==> config.mk <==
export PLATFORM = sky130hd
export DESIGN_NAME = pipeline_reg_memwb_skid
export DESIGN_NICKNAME = d
export VERILOG_FILES = /design/src/rtl/pipeline_reg_memwb_skid.sv
export SDC_FILE = /design/constraint.sdc
export NUM_CORES = 1
export LEC_CHECK = 0
export BUFFER_PORTS_ARGS = -buffer_cell sky130_fd_sc_hd__buf_2
export CORE_MARGIN = 3
export CORE_UTILIZATION = 51
export CTS_CLUSTER_DIAMETER = 60
export CTS_CLUSTER_SIZE = 14
export DETAILED_ROUTE_END_ITERATION = 8
export PLACE_DENSITY = 0.8
export REMOVE_ABC_BUFFERS = 1
export SYNTH_ARGS = -nofsm -noshare
export SYNTH_HDL_FRONTEND = slang
export SYNTH_SLANG_ARGS = --single-unit
==> constraint.sdc <==
create_clock -name clk -period 3.5 [get_ports clk]
set_clock_uncertainty 0.1 [all_clocks]
set_input_delay 0.7 -clock clk [delete_from_list [all_inputs] [get_ports clk]]
set_output_delay 0.7 -clock clk [all_outputs]
set_load 0.1 [all_outputs]
==> src/rtl/pipeline_reg_memwb_skid.sv <==
// MEM/WB pipeline register with a 2-entry skid buffer.
// Writeback data (ALU result or aligned/extended load data) is formed at the
// input and stored. A combinational lookup port lets the forwarding unit read
// results that are still held here and have not yet committed.
module pipeline_reg_memwb_skid #(
   parameter int DATA_WIDTH       = 32,
   parameter int REG_ADDR_W       = 5,
   parameter bit ZERO_REG_DISCARD = 1'b1
) (
   input  logic                              clk,
   input  logic                              rst,
   input  logic                              flush,
   input  logic                              in_valid,
   output logic                              in_ready,
   input  logic [REG_ADDR_W-1:0]             in_rd,
   input  logic                              in_reg_we,
   input  logic                              in_sel_alu,
   input  logic [DATA_WIDTH-1:0]             in_alu_result,
   input  logic [DATA_WIDTH-1:0]             in_mem_result,
   input  logic [1:0]                        in_mem_size,
   input  logic                              in_mem_unsigned,
   input  logic [$clog2(DATA_WIDTH/8)-1:0]   in_byte_off,
   output logic                              out_valid,
   input  logic                              out_ready,
   output logic [REG_ADDR_W-1:0]             out_rd,
   output logic                              out_we,
   output logic [DATA_WIDTH-1:0]             out_data,
   input  logic [REG_ADDR_W-1:0]             lookup_rd,
   output logic                              lookup_hit,
   output logic [DATA_WIDTH-1:0]             lookup_data
);

   localparam int OFF_W = $clog2(DATA_WIDTH/8);

   // Align the load lane to its natural size, then sign/zero-extend it.
   // The extension is done with a mask so a full-width access needs no
   // zero-width replication.
   function automatic logic [DATA_WIDTH-1:0] load_extract(
      input logic [DATA_WIDTH-1:0] mem,
      input logic [1:0]            size,
      input logic                  uns,
      input logic [OFF_W-1:0]      off
   );
      logic [OFF_W-1:0]      align_mask;
      logic [OFF_W-1:0]      off_al;
      logic [DATA_WIDTH-1:0] shifted;
      logic [DATA_WIDTH-1:0] ones;
      logic [DATA_WIDTH-1:0] mask;
      logic [DATA_WIDTH-1:0] top;
      logic                  sgn;
      int                    nbits;
      ones = '1;
      case (size)
         2'd0:    begin align_mask = '0;         nbits = 8;          end
         2'd1:    begin align_mask = OFF_W'(1);  nbits = 16;         end
         2'd2:    begin align_mask = OFF_W'(3);  nbits = 32;         end
         default: begin align_mask = '1;         nbits = DATA_WIDTH; end
      endcase
      off_al  = off & ~align_mask;
      shifted = mem >> {off_al, 3'b000};
      mask    = ones >> (DATA_WIDTH - nbits);
      top     = mask ^ (mask >> 1);
      sgn     = !uns && (|(shifted & top));
      return (shifted & mask) | (sgn ? ~mask : '0);
   endfunction

   logic                  main_vld_q, main_vld_d;
   logic [REG_ADDR_W-1:0] main_rd_q,  main_rd_d;
   logic                  main_we_q,  main_we_d;
   logic [DATA_WIDTH-1:0] main_data_q, main_data_d;
   logic                  skid_vld_q, skid_vld_d;
   logic [REG_ADDR_W-1:0] skid_rd_q,  skid_rd_d;
   logic                  skid_we_q,  skid_we_d;
   logic [DATA_WIDTH-1:0] skid_data_q, skid_data_d;

   logic                  accept;
   logic                  commit;
   logic                  in_we_w;
   logic [DATA_WIDTH-1:0] in_data_w;

   // in_ready depends only on held state, so there is no path from out_ready.
   assign in_ready  = !skid_vld_q;
   assign accept    = in_valid && in_ready;
   assign commit    = main_vld_q && out_ready;
   assign in_we_w   = in_reg_we && !(ZERO_REG_DISCARD && (in_rd == '0));
   assign in_data_w = in_sel_alu ? in_alu_result
                                 : load_extract(in_mem_result, in_mem_size,
                                                in_mem_unsigned, in_byte_off);

   // Next-state for main/skid: flush wins, then skid refill, then direct load.
   always_comb begin
      main_vld_d  = main_vld_q;
      main_rd_d   = main_rd_q;
      main_we_d   = main_we_q;
      main_data_d = main_data_q;
      skid_vld_d  = skid_vld_q;
      skid_rd_d   = skid_rd_q;
      skid_we_d   = skid_we_q;
      skid_data_d = skid_data_q;
      if (flush) begin
         main_vld_d = 1'b0;
         skid_vld_d = 1'b0;
      end else if (commit && skid_vld_q) begin
         // in_ready is low here, so no accept competes with the refill.
         main_vld_d  = 1'b1;
         main_rd_d   = skid_rd_q;
         main_we_d   = skid_we_q;
         main_data_d = skid_data_q;
         skid_vld_d  = 1'b0;
      end else if (!main_vld_q || commit) begin
         main_vld_d = accept;
         if (accept) begin
            main_rd_d   = in_rd;
            main_we_d   = in_we_w;
            main_data_d = in_data_w;
         end
      end else if (accept) begin
         skid_vld_d  = 1'b1;
         skid_rd_d   = in_rd;
         skid_we_d   = in_we_w;
         skid_data_d = in_data_w;
      end
   end

   // State registers; reset clears every entry without waiting for clk.
   always_ff @(posedge clk or posedge rst) begin
      if (rst) begin
         main_vld_q  <= 1'b0;
         main_rd_q   <= '0;
         main_we_q   <= 1'b0;
         main_data_q <= '0;
         skid_vld_q  <= 1'b0;
         skid_rd_q   <= '0;
         skid_we_q   <= 1'b0;
         skid_data_q <= '0;
      end else begin
         main_vld_q  <= main_vld_d;
         main_rd_q   <= main_rd_d;
         main_we_q   <= main_we_d;
         main_data_q <= main_data_d;
         skid_vld_q  <= skid_vld_d;
         skid_rd_q   <= skid_rd_d;
         skid_we_q   <= skid_we_d;
         skid_data_q <= skid_data_d;
      end
   end

   assign out_valid = main_vld_q;
   assign out_rd    = main_rd_q;
   assign out_we    = main_we_q;
   assign out_data  = main_data_q;

   // Forwarding lookup: the skid entry is younger, so it takes priority.
   always_comb begin
      logic lk_ok;
      lookup_hit  = 1'b0;
      lookup_data = '0;
      lk_ok       = !(ZERO_REG_DISCARD && (lookup_rd == '0));
      if (lk_ok && skid_vld_q && skid_we_q && (skid_rd_q == lookup_rd)) begin
         lookup_hit  = 1'b1;
         lookup_data = skid_data_q;
      end else if (lk_ok && main_vld_q && main_we_q && (main_rd_q == lookup_rd)) begin
         lookup_hit  = 1'b1;
         lookup_data = main_data_q;
      end
   end

endmodule

---- Word level (Yosys, flattened, before mapping) ----
Index checks and enable logic that the tools add are counted.
word-level totals
  register bits after elaboration ......... 78
  input port bits ......................... 86
  output and inout port bits .............. 73
  logic and storage cells ................. 77
cells by class
  add/sub/neg operators ................... 1
  eq/ne operators ......................... 4
  shift-type cells ........................ 2
  muxes and demuxes ....................... 24
  bitwise operators ....................... 10
  reductions and logical operators ........ 28
operator list
  cell                                                 number
  2-to-1 mux 32 bit                                    7
  bitwise AND 32 bit                                   2
  NOT 32 bit                                           1
  bitwise OR 32 bit                                    1
  OR reduction 32 bit                                  1
  right shift 32 x 32 -> 32 bit, first input constant  1
  right shift 32 x 5 -> 32 bit                         1
  subtractor 7 x 32 -> 32 bit, first input constant    1
  XOR 32 x 31 -> 32 bit                                1
  2-to-1 mux 5 bit                                     3
  2-to-1 mux 1 bit                                     12
  one-hot mux 6 bit (2 select lines)                   1
  logical AND 1 bit                                    11
  == test 5 bit                                        2
  zero test 5 bit                                      2
  nonzero test 3 bit                                   2
  zero test 1 bit                                      5
  one-hot mux 2 bit (2 select lines)                   1
  AND reduction 4 bit                                  1
  nonzero test 2 bit                                   2
  != test 3 bit, second input constant                 1
  NOT 1 bit                                            3
  AND reduction 3 bit                                  1
  bitwise AND 2 bit                                    1
  5 further kinds                                      5

---- Logic depth before layout (Yosys ltp) ----
  depth after elaboration ................. 14
  depth in mapped cells ................... 12
  depth with buffers taken out ............ 8

---- Worst setup path after synthesis ----
OpenSTA, ideal clock, no wires.
  path type ............................... input to output
  start ................................... in lookup_rd[1]
  end ..................................... out lookup_data[18]
  arrival time ............................ 3079 ps
  path slack .............................. -379 ps
  stages .................................. 5
  path through ............................ or4_1 > nor2_1 > nor3_1 > clkbuf_1 > o21ai_1
between the ends
  longest elaborated chain between the ends .. 7
RTL lines
  item                             line  RTL
  start, declared                  28    input logic [REG_ADDR_W-1:0] lookup_rd,
  zero test 5 bit                  158   lk_ok = !(ZERO_REG_DISCARD && (lookup_rd == '0));
  zero test 1 bit                  158
  logical AND 1 bit (3 in series)  162   end else if (lk_ok && main_vld_q && main_we_q && (main_rd_q == lookup_rd)) begin
  2-to-1 mux 32 bit                162
  2-to-1 mux 32 bit (*)            159   if (lk_ok && skid_vld_q && skid_we_q && (skid_rd_q == lookup_rd)) begin
  end, declared                    30    output logic [DATA_WIDTH-1:0] lookup_data
Mark *: on every way between the ends. The rest lies on a longest branch, timed or not.

---- Worst setup path after layout ----
  start ................................... in lookup_rd[1]
  end ..................................... out lookup_data[17]
Same word-level chain as after synthesis.

==> flow_metrics.tcl <==
set metrics [dict create \
    status "finished, final reports clean" \
    synth-edff-count 0 \
    drc 0 \
    clock-root-buffer "clkbuf_8" \
    synthMuxAreaShare_pct 2.81 \
    hpwl_mm 11.3 \
    cts_buffer_depth 2 \
    port_buffers 158 \
    place_ws_ns 0.169 \
    ys.flop_type "dfrtp_1" \
    layout-drive-gt1-share_pct 27.7 \
    cts_buffers 9 \
    cp-end-kind "output pin" \
    ir_drop_v 0.000367 \
    path_clk_slew_ns 0.08 \
    critPathMaxFanout 30 \
    placedCellCount 807 \
    regArea_um2 1950 \
    nFillCells 701 \
    synthAdderAreaFrac_pct 0.796 \
    final_antenna_net_count 0 \
    wl_per_cell_um 18.9 \
    initialDrtViolationCount 302 \
    cts_setup_buffers 0 \
    fin_area_um2 6350 \
    power_leakage_nw 2.84 \
    fp.dieW_um 102 \
    dieHeight_um 102 \
    grt_pass1_vias 4888 \
    grt_max_degree 48 \
    clock_latency_ns 0.35 \
    cts_tree "done" \
    grt_pass1_wl_mm 24.5 \
    placed_cell_area_um2 6100 \
    postCtsHoldBufs 0 \
    crit_chain "buf_2 > or4_1 > nor2_1 > nor3_2 > nor2_2 > buf_12 > a22o_1 > buf_12" \
    final_common_cell "buf_2" \
    syn_inst 574 \
    via_per_inst 6.24 \
    finalCritPeriodShare_pct 93.0 \
    core_um2 8850 \
    fin_nets 799 \
    yosys_register_bits 78 \
    maxSlewViolCount 0 \
    grt_antenna_before_repair 0 \
    rsz0062_at_grt "false" \
    crit_top_cell "buf_12" \
    worst_slack_ns 0.244 \
    worst_slew_pin_slew_ns 0.792 \
    cts.htree.levels 3 \
    dieArea_um2 10400 \
    layout_common_cells "buf_2, nor2_1, dfrtp_1" \
    finalSetupViolCount 0 \
    syn_area_per_cell_um2 8.22 \
    p_per_area_nw_per_um2 578 \
    start_kind "input pin" \
    synth-seq-area-share_pct 41.4 \
    io_pins 159 \
    fin_cells 824 \
    ys_types 43 \
    area_growth_pct 34.7 \
    yosys_warnings 0 \
    slowest_stage "or4_1" \
    relSlewSlack_pct 47.2 \
    finalCriticalPeriod_ns 3.26 \
    synth_top_family_by_area "compound AO/OA/AOI/OAI gates" \
    synth_compound_area_share_pct 25.1 \
    cp.arrival_ns 2.46 \
    synth_area_um2 4720 \
    synth_xor_xnor_area_share_pct 2.04 \
    synth-simple-area-share_pct 23.2 \
    critPathRequiredTime_ns 2.70 \
    grt_usage_pct 29.8 \
    worst-r2r-setup-slack_ns 1.29 \
    criticalPathCategory "in2out" \
    start_util_pct 53.3 \
    fp-row-count 34 \
    place_congestion 0.908 \
    fin_util_pct 71.8 \
    fmax_mhz 307 \
    finalHoldWorstSlack_ns 0.293 \
    critPathMaxStageDelay_ns 0.53 \
    finalHoldViolations 0 \
    clock-sinks 78 \
    cts_resized 0 \
    grt-ovfl-total 0 \
    vias 5141 \
    multi_input_comb_area_um2 2560 \
    routed_wl_mm 15.6 \
    min_path_type "in2async" \
    maxCapViolCount 0 \
    drt_pass1_iterations 6 \
    synthArstFlopShare_pct 100 \
]
-- final timing paths --
kind	from	to	cells after the start
worst max-delay path	lookup_rd[1]	lookup_data[17]	8
worst min-delay path	rst	skid_data_q[18]	2
worst max register to register	skid_vld_q	out_data[8]	6
worst min register to register	skid_rd_q[4]	skid_rd_q[4]	2
max in group asynchronous	rst	out_data[9]	3
min in group clk	skid_rd_q[4]	skid_rd_q[4]	2
-- cell usage after synthesis, types with 2 or more instances --
cell | n | area, um^2
xnor2_1 | 11 | 96.3
buf_6 | 2 | 22.5
clkbuf_1 | 43 | 161
o21ai_1 | 4 | 20.0
o22a_1 | 8 | 70.1
nor4bb_1 | 10 | 100
or4_1 | 3 | 22.5
a21oi_1 | 33 | 165
o31ai_1 | 6 | 45.0
nand2b_1 | 5 | 31.3
nand3_1 | 7 | 35.0
a22o_1 | 30 | 263
nor2b_1 | 4 | 25.0
nand2_1 | 69 | 259
inv_1 | 4 | 15.0
nor3_1 | 33 | 165
a31oi_1 | 43 | 269
nor2_1 | 96 | 360
or2_2 | 2 | 12.5
mux2i_1 | 11 | 110
a211oi_1 | 18 | 135
a22oi_1 | 10 | 75.1
buf_1 | 4 | 15.0
o21ai_0 | 20 | 100
dfrtp_1 | 78 | 1950
ha_1 | 3 | 37.5
-- report_power, final --
| part | switching, W | leakage, nW | internal (W) |
|---|---|---|---|
| Clock | 0.000329 | 0.124 | 0.000514 |
| Sequential | 0.000223 | 0.920 | 0.00115 |
| Combinational | 0.00111 | 1.80 | 0.000347 |
| Total | 0.00166 | 2.84 | 0.00201 |
-- logic make-up (layout without fill, tap and decap cells) --
logic type,count (synthesis),count (layout)
other cells,0,1
xor+xnor,11,11
flops,78,78
mux,12,12
compound gates,177,177
buf+inv,54,195
fa+ha+maj,3,3
simple gates,239,239
-- area by class of cell --
cell class	count	share of cell area [%]
Timing Repair Buffer	175	22.6
Tap cell	108	2.13
Clock inverter	3	1.42
Antenna cell	1	0.0394
Inverter	4	0.236
Multi-Input combinational cell	442	40.4
Clock buffer	13	2.50
Sequential cell	78	30.7
-- critical path: cells and delay by family --
family | cells | cell delay (ns)
simple gates | 4 | 1.01
buf+inv | 3 | 0.52
compound gates | 1 | 0.22
-- per-layer routing --
layer	GRT usage (%)	vias up	share of wire [%]
met5	0	-	0
met4	9.49	0	1.7
met3	5.32	26	9.3
met2	49.3	306	48
met1	40.0	2451	41
li1	-	2358	-
-- sequential cells by signal, summed over array words and instances (netlist names) --
signal	cells
out_valid	1
skid_data_q	32
out_data	32
skid_we_q	1
skid_vld_q	1
out_we	1
skid_rd_q	5
out_rd	5
-- metrics by stage --
stage / total power [W] / TNS (ns)
global placement: 0.00279 / 0
floorplan: 0.00247 / -66.40
CTS: 0.00367 / 0
global route: 0.00382 / 0
detailed placement: 0.00283 / 0
finish: 0.00367 / 0
No activity file was read; power rests on OpenSTA's default activity.
